===== src/rtl/multdiv_sequencer_if.sv =====
// rtl/multdiv_sequencer_if.sv - control/datapath bundle for the multdiv sequencer
interface multdiv_sequencer_if #(
    parameter int CW = 6
);
    logic          ctrl_MULT;
    logic          ctrl_DIV;
    logic          divisor_zero;
    logic          load_operands;
    logic          step_mult;
    logic          step_div;
    logic          op_is_div;
    logic          busy;
    logic          data_resultRDY;
    logic          data_exception;
    logic [CW-1:0] step_count;

    modport master (
        output ctrl_MULT, ctrl_DIV, divisor_zero,
        input  load_operands, step_mult, step_div, op_is_div, busy,
               data_resultRDY, data_exception, step_count
    );

    modport slave (
        input  ctrl_MULT, ctrl_DIV, divisor_zero,
        output load_operands, step_mult, step_div, op_is_div, busy,
               data_resultRDY, data_exception, step_count
    );
endinterface


===== src/rtl/multdiv_sequencer.sv =====
// rtl/multdiv_sequencer.sv - IDLE/LOAD/RUN/DONE sequencer for the iterative multiply/divide datapath
module multdiv_sequencer #(
    parameter int STEPS = 32,
    parameter int CW    = 6
) (
    input  logic                 clock,
    input  logic                 reset,
    multdiv_sequencer_if.slave   io
);
    typedef enum logic [1:0] {
        S_IDLE = 2'd0,
        S_LOAD = 2'd1,
        S_RUN  = 2'd2,
        S_DONE = 2'd3
    } state_t;

    state_t        state_q, state_d;
    logic [CW-1:0] cnt_q, cnt_d;
    logic          op_is_div_q, op_is_div_d;
    logic          exc_q, exc_d;
    logic          load_q, load_d;
    logic          step_mult_q, step_mult_d;
    logic          step_div_q, step_div_d;
    logic          busy_q, busy_d;
    logic          rdy_q, rdy_d;
    logic          exc_out_q, exc_out_d;
    logic          start;

    assign start = io.ctrl_MULT | io.ctrl_DIV;

    always_comb begin
        state_d     = state_q;
        cnt_d       = cnt_q;
        op_is_div_d = op_is_div_q;
        exc_d       = exc_q;
        if (start) begin
            // Any start, in any state, aborts whatever is running.
            state_d     = S_LOAD;
            cnt_d       = '0;
            op_is_div_d = io.ctrl_DIV & ~io.ctrl_MULT;
            exc_d       = 1'b0;
        end else begin
            unique case (state_q)
                S_IDLE: state_d = S_IDLE;
                S_LOAD: begin
                    if (op_is_div_q && io.divisor_zero) begin
                        state_d = S_DONE;
                        exc_d   = 1'b1;
                    end else begin
                        state_d = S_RUN;
                    end
                end
                S_RUN: begin
                    cnt_d = cnt_q + CW'(1);
                    if (cnt_q == CW'(STEPS - 1)) state_d = S_DONE;
                end
                S_DONE: state_d = S_IDLE;
                default: state_d = S_IDLE;
            endcase
        end

        // Strobes are decoded from the next state so they leave the flops aligned with it.
        load_d      = (state_d == S_LOAD);
        step_mult_d = (state_d == S_RUN) && !op_is_div_d;
        step_div_d  = (state_d == S_RUN) &&  op_is_div_d;
        busy_d      = (state_d == S_LOAD) || (state_d == S_RUN);
        rdy_d       = (state_d == S_DONE);
        exc_out_d   = (state_d == S_DONE) && exc_d;
    end

    always_ff @(posedge clock or posedge reset) begin
        if (reset) begin
            state_q     <= S_IDLE;
            cnt_q       <= '0;
            op_is_div_q <= 1'b0;
            exc_q       <= 1'b0;
            load_q      <= 1'b0;
            step_mult_q <= 1'b0;
            step_div_q  <= 1'b0;
            busy_q      <= 1'b0;
            rdy_q       <= 1'b0;
            exc_out_q   <= 1'b0;
        end else begin
            state_q     <= state_d;
            cnt_q       <= cnt_d;
            op_is_div_q <= op_is_div_d;
            exc_q       <= exc_d;
            load_q      <= load_d;
            step_mult_q <= step_mult_d;
            step_div_q  <= step_div_d;
            busy_q      <= busy_d;
            rdy_q       <= rdy_d;
            exc_out_q   <= exc_out_d;
        end
    end

    assign io.load_operands  = load_q;
    assign io.step_mult      = step_mult_q;
    assign io.step_div       = step_div_q;
    assign io.op_is_div      = op_is_div_q;
    assign io.busy           = busy_q;
    assign io.data_resultRDY = rdy_q;
    assign io.data_exception = exc_out_q;
    assign io.step_count     = cnt_q;
endmodule


===== src/flat_wrapper.sv =====
// flat-port wrapper written by rule: the top's interface ports become plain ports
module multdiv_sequencer_flat 
#(
    parameter int STEPS = 32,
    parameter int CW    = 6
)
  (clock, reset, io_ctrl_MULT, io_ctrl_DIV, io_divisor_zero, io_load_operands, io_step_mult, io_step_div, io_op_is_div, io_busy, io_data_resultRDY, io_data_exception, io_step_count);
  multdiv_sequencer_if #(.CW(CW)) io_i ();
  input  logic clock;
  input  logic reset;
  input wire logic [$bits(io_i.ctrl_MULT)-1:0] io_ctrl_MULT;
  input wire logic [$bits(io_i.ctrl_DIV)-1:0] io_ctrl_DIV;
  input wire logic [$bits(io_i.divisor_zero)-1:0] io_divisor_zero;
  output wire logic [$bits(io_i.load_operands)-1:0] io_load_operands;
  output wire logic [$bits(io_i.step_mult)-1:0] io_step_mult;
  output wire logic [$bits(io_i.step_div)-1:0] io_step_div;
  output wire logic [$bits(io_i.op_is_div)-1:0] io_op_is_div;
  output wire logic [$bits(io_i.busy)-1:0] io_busy;
  output wire logic [$bits(io_i.data_resultRDY)-1:0] io_data_resultRDY;
  output wire logic [$bits(io_i.data_exception)-1:0] io_data_exception;
  output wire logic [$bits(io_i.step_count)-1:0] io_step_count;
  assign io_i.ctrl_MULT = io_ctrl_MULT;
  assign io_i.ctrl_DIV = io_ctrl_DIV;
  assign io_i.divisor_zero = io_divisor_zero;
  assign io_load_operands = io_i.load_operands;
  assign io_step_mult = io_i.step_mult;
  assign io_step_div = io_i.step_div;
  assign io_op_is_div = io_i.op_is_div;
  assign io_busy = io_i.busy;
  assign io_data_resultRDY = io_i.data_resultRDY;
  assign io_data_exception = io_i.data_exception;
  assign io_step_count = io_i.step_count;
  multdiv_sequencer #(.STEPS(STEPS), .CW(CW)) u_core (.clock(clock), .reset(reset), .io(io_i));
endmodule

===== config.mk =====
export PLATFORM = sky130hd
export DESIGN_NAME = multdiv_sequencer_flat
export DESIGN_NICKNAME = d
export VERILOG_FILES = /design/src/rtl/multdiv_sequencer_if.sv /design/src/rtl/multdiv_sequencer.sv /design/src/flat_wrapper.sv
export SDC_FILE = /design/constraint.sdc
export NUM_CORES = 1
export LEC_CHECK = 0
export CORE_MARGIN = 2
export CORE_UTILIZATION = 49
export CTS_BUF_LIST = sky130_fd_sc_hd__clkbuf_8
export DETAILED_ROUTE_END_ITERATION = 12
export PLACE_DENSITY = 0.81
export SETUP_SLACK_MARGIN = 0.3
export SYNTH_ARGS = -nofsm -noshare
export SYNTH_HDL_FRONTEND = slang
export SYNTH_SLANG_ARGS = --single-unit
export TNS_END_PERCENT = 1

===== constraint.sdc =====
create_clock -name clock -period 2.04 [get_ports clock]
set_input_delay 0.408 -clock clock [delete_from_list [all_inputs] [get_ports clock]]
set_output_delay 0.408 -clock clock [all_outputs]
set_load 0.02 [all_outputs]

Word level (Yosys, flattened, before mapping)
Cells that the tools add are included.
Storage, ports and cells
  register bits after elaboration: 16
  latch bits: 0
  memory bits (writable): 0
  ROM bits: 0
  input bits: 5
  logic and storage cells: 40
  memories kept: 0
Operators by class
  $add $sub $neg: 1
  multiply operators: 0
  div/mod/pow operators: 0
  $lt $le $gt $ge: 0
  eq/ne operators: 7
  shift operators: 0
  muxes and demuxes: 10
  bitwise operators: 3
  reduce and logical (&&, ||, !) cells: 9
Operators by type and width (number)
  6-bit two-way mux: 2
  2-bit == test (second input constant): 4
  6-bit by 1-bit adder with 6-bit output (second input constant): 1
  6-bit by 5-bit == test with 1-bit output (second input constant): 1
  2-bit case mux with 3 select lines: 1
  1-bit two-way mux: 5
  2-bit by 1-bit == test with 1-bit output (second input constant): 2
  1-bit logical AND: 4
  2-bit two-way mux: 2
  2-bit logical NOT: 1
  2-bit nonzero test: 1
  2-bit OR reduction: 1
  1-bit AND: 1
  1-bit logical NOT: 1
  1-bit logical OR: 1
  1-bit NOT: 1
  1-bit bitwise OR: 1

Logic depth before layout (Yosys ltp)
  depth after elaboration: 6
  depth in mapped cells: 7
  mapped depth without buffers: 7

Worst setup path after synthesis
No wires, ideal clock.
  path type: register to register
  start: register u_core.state_q[0]
  end: register u_core.exc_out_q, in the netlist u_core.io.data_exception
  setup time: 0.119 ns
  data arrival time: 1.619 ns
  data required time: 1.921 ns
  slack: 0.302 ns
  cell stages (with the launch flop): 8
  path buffers: 0
  clock period less this slack: 1.738 ns
  cell sequence: dfrtp_1 -> inv_1 -> ha_1 -> and4_2 -> a31oi_1 -> o211ai_1 -> ha_1 -> and2_1
Between the ends
  word-level cells in the longest chain between the ends: 6
Ends and longest elaborated chain
  start: declaration: line multdiv_sequencer.sv:17  | state_t state_q, state_d;
  start signal: assignment: line multdiv_sequencer.sv:84  | state_q <= state_d;
  2-bit == test / 2-bit logical NOT (equally long branches): line multdiv_sequencer.sv:43  | unique case (state_q)
  2-bit OR reduction (no line)
  2-bit case mux with 3 select lines (*): line multdiv_sequencer.sv:43
  2-bit two-way mux (*): line multdiv_sequencer.sv:36  | if (start) begin
  via u_core.state_d[0]: line multdiv_sequencer.sv:17
  2-bit == test (*)
  via u_core.rdy_d: line multdiv_sequencer.sv:25  | logic rdy_q, rdy_d;
  1-bit logical AND (*): line multdiv_sequencer.sv:68  | exc_out_d = (state_d == S_DONE) && exc_d;
  via u_core.exc_out_d: line multdiv_sequencer.sv:26  | logic exc_out_q, exc_out_d;
  end signal: assignment: line multdiv_sequencer.sv:93  | exc_out_q <= exc_out_d;
  end: declaration: line multdiv_sequencer.sv:26
The timed path passes the listed nets; every way through them passes the cells marked *.
A chain may end at the register's enable or synchronous reset.

Final worst setup path
  start: input io_ctrl_DIV
  end: register u_core.load_q, in the netlist u_core.io.load_operands
Between the ends
  word-level cells in the longest chain between the ends: 3
Ends and longest elaborated chain
  start: declaration: line flat_wrapper.sv:12  | input wire logic [$bits(io_i.ctrl_DIV)-1:0] io_ctrl_DIV;
  1-bit bitwise OR: line multdiv_sequencer.sv:29  | assign start = io.ctrl_MULT | io.ctrl_DIV;
  2-bit two-way mux: line multdiv_sequencer.sv:36
  via u_core.state_d[0]: line multdiv_sequencer.sv:17
  2-bit by 1-bit == test with 1-bit output: line multdiv_sequencer.sv:63  | load_d = (state_d == S_LOAD);
  via u_core.load_d: line multdiv_sequencer.sv:21  | logic load_q, load_d;
  end signal: assignment: line multdiv_sequencer.sv:88  | load_q <= load_d;
  end: declaration: line multdiv_sequencer.sv:21
The timed path passes the listed nets, and every way through them passes these cells.

==> results_dict.tcl <==
set metrics [dict create \
    layout_min_cycle_time_ps 1710 \
    die_h_um 41.9 \
    critical-path-slowest-cell "clkdlybuf4s50_1" \
    dieArea_um2 1750 \
    seqCellArea_um2 400 \
    p_clk_frac 0.395 \
    crit_fanout 3 \
    cp_num_buf_inv 2 \
    maxSlewHeadroom 0.621 \
    n_fill_cell 87 \
    seqPwrFrac 0.489 \
    slew_viol_final 0 \
    crit_type "input port to flop" \
    synth.distinct_cells 21 \
    seq_area_frac_synth 0.569 \
    synth.most_common_cell "dfrtp_1" \
    swShare 0.215 \
    p_leak_nw 0.485 \
    grt_pass1_wl_um 2340 \
    yosys_warnings 0 \
    fmax_ghz 0.586 \
    skew_ps 0.648 \
    vias 515 \
    place_congestion 0.878 \
    core_um2 1320 \
    die_w_um 41.9 \
    yosys.area.top_type "dfrtp_1" \
    cts_buffers 3 \
    net-switching-power_mw 0.147 \
    clock_sinks 16 \
    worstSetupEndpointType "flop" \
    multi_input_area_um2 300 \
    synth_seq_cells 16 \
    syn_nets 72 \
    grt_pass1_vias 529 \
    hold_class "input port to async pin" \
    setup-tns-final_ps 0 \
    antenna_found_initial 0 \
    max_stage_delay_ps 430 \
    root_buffer "clkbuf_8" \
    hold_violations 0 \
    dp_hpwl_um 948 \
    final_nets 97 \
    grt-ovfl-total 0 \
    io_buffers 17 \
    power_mw 0.683 \
    syn2layout_area_growth_pct 41.1 \
    routedWlPerCell_um 13.0 \
    clk_pin_slew_ps 60 \
    pin_count 18 \
    avgSynthCellArea_um2 11.7 \
    synth_ff_type "dfrtp_1" \
    drt_iter0_drc 6 \
    core.rowCount 13 \
    worstPathRequired_ps 2170 \
    antenna-diode-count 0 \
    start_util 0.534 \
    critPathTopFamily "buffers and inverters" \
    cts_tree "yes" \
    tightestPinTransition_ps 568 \
    clockBufferDepth 2 \
    synth_top_area_share 0.569 \
    synth-edff-count 0 \
    synthTopCellsByCount "16 x dfrtp_1, 9 x nor2_1, 7 x ha_1, 4 x inv_1, 3 x nand2_1" \
    fin_crit_sh 0.837 \
    max_cap_viol_count 0 \
    rsz0062_at_grt "yes" \
    drc 0 \
    vias_per_cell 5.20 \
    p_per_area_nw_per_um2 688 \
    path_cells "clkdlybuf4s50_1 > or2_2 > a31oi_4 > o211ai_1 > buf_4 > ha_1" \
    cp.arrival_ps 1840 \
    drt_pass1_iterations 4 \
    wl_um 1290 \
    synth_area_leaders "dfrtp_1 57%, ha_1 12%, nor2_1 4.8%" \
    outcome "finished clean" \
    p_int_mw 0.536 \
    comb_power_share 0.115 \
    async_flop_share 1.00 \
    setup_viol 0 \
    drive_above_1_share 0.155 \
    htree_levels 1 \
    synthesis.area_um2 703 \
    clock_latency_ps 240 \
    peakVddDrop_mv 0.407 \
    antenna_left 0 \
    start_kind "input port" \
    postCtsHoldBufs 0 \
    synthCells 60 \
    grt_max_degree 17 \
    grt_usage 0.180 \
]
==> kinds of logic (layout without fill, tap and decap cells) <==
group,Yosys count,after routing,share of synthesized area
adder cells (fa/ha/maj),7,7,0.125
multiplexers,1,1,0.0142
buffers and inverters,5,29,0.0285
flip-flops,16,16,0.569
XOR/XNOR,4,4,0.0498
AND/OR/NAND/NOR,21,21,0.157
AO/OA/AOI/OAI,6,6,0.0569
==> routing by layer <==
layer	track usage	vias up	share of wire
li1	-	248	-
met1	0.219	251	0.45
met2	0.294	14	0.49
met3	0.0435	2	0.043
met4	0.0968	0	0.015
met5	0	-	0
==> sequential cells by signal, indices dropped and copies added (netlist names) <==
signal	flops
u_core.exc_q	1
u_core.io.op_is_div	1
u_core.io.step_mult	1
u_core.io.data_resultRDY	1
u_core.io.busy	1
u_core.io.load_operands	1
u_core.io.step_div	1
u_core.io.step_count	6
u_core.io.data_exception	1
u_core.state_q	2
==> path summary, 6_finish.rpt <==
check	startpoint	end	slack (ps)	cells after the start
min	reset	u_core.io.data_exception$_DFF_PP0_	520	2
max reg2reg	u_core.io.step_count[0]$_DFFE_PP0P_	u_core.io.load_operands$_DFF_PP0_	360	6
min reg2reg	u_core.exc_q$_DFF_PP0_	u_core.exc_q$_DFF_PP0_	560	2
max	io_ctrl_DIV	u_core.io.load_operands$_DFF_PP0_	330	6
min in group clock	u_core.exc_q$_DFF_PP0_	u_core.exc_q$_DFF_PP0_	560	2
max in group asynchronous	reset	u_core.state_q[0]$_DFF_PP0_	1150	2
==> area by class of cell <==
type	instances	share of cell area
clock buffers	4	0.0555
inverters	4	0.0151
multi-input cells	39	0.303
flip-flops and latches	16	0.404
well taps	15	0.0189
repair buffers	21	0.204
==> metrics by stage <==
step,utilization,setup slack (ps),std cells,cell area [µm²],hold WS (ps)
finish,0.753,332,99,992,523
CTS,0.743,318,99,978,547
global placement,0.685,79.8,93,902,511
global route,0.753,261,99,992,578
detailed placement,0.685,2.76,93,902,563
floorplan,-,302,60,703,322
==> what timing repair did <==
item,CTS,global route
pin swaps,1,1
gates resized for setup,1,3
buffers inserted,2,0
endpoints found under the setup margin,2,5
==> power groups by stage <==
stage          registers [mW]  logic [mW]  clock network (mW)
5_1_grt                 0.335      0.0875               0.289
3_3_place_gp            0.339      0.0700                   0
6_report                0.334      0.0788               0.270
3_5_place_dp            0.340      0.0714                   0
4_1_cts                 0.334      0.0774               0.275
2_1_floorplan           0.349      0.0275                   0
==> layout by cell type (no fill, tap or decap) <==
cell              n
a31oi_4           1
and2_1            2
and4_2            1
o211ai_1          1
nand4_2           1
nand3_1           1
nor2_1            9
dfrtp_1          16
o211a_1           1
inv_1             4
nand2_1           3
buf_4             4
a21oi_1           1
mux2i_1           1
a31oi_1           1
dlymetal6s2s_1    1
or3_1             2
ha_2              1
xor2_1            2
clkbuf_8          4
clkdlybuf4s50_1  16
ha_1              6
nor2b_1           1
xnor2_1           2
o21ai_0           1
or2_2             1
Note: power is estimated with default switching activity, not from simulation.
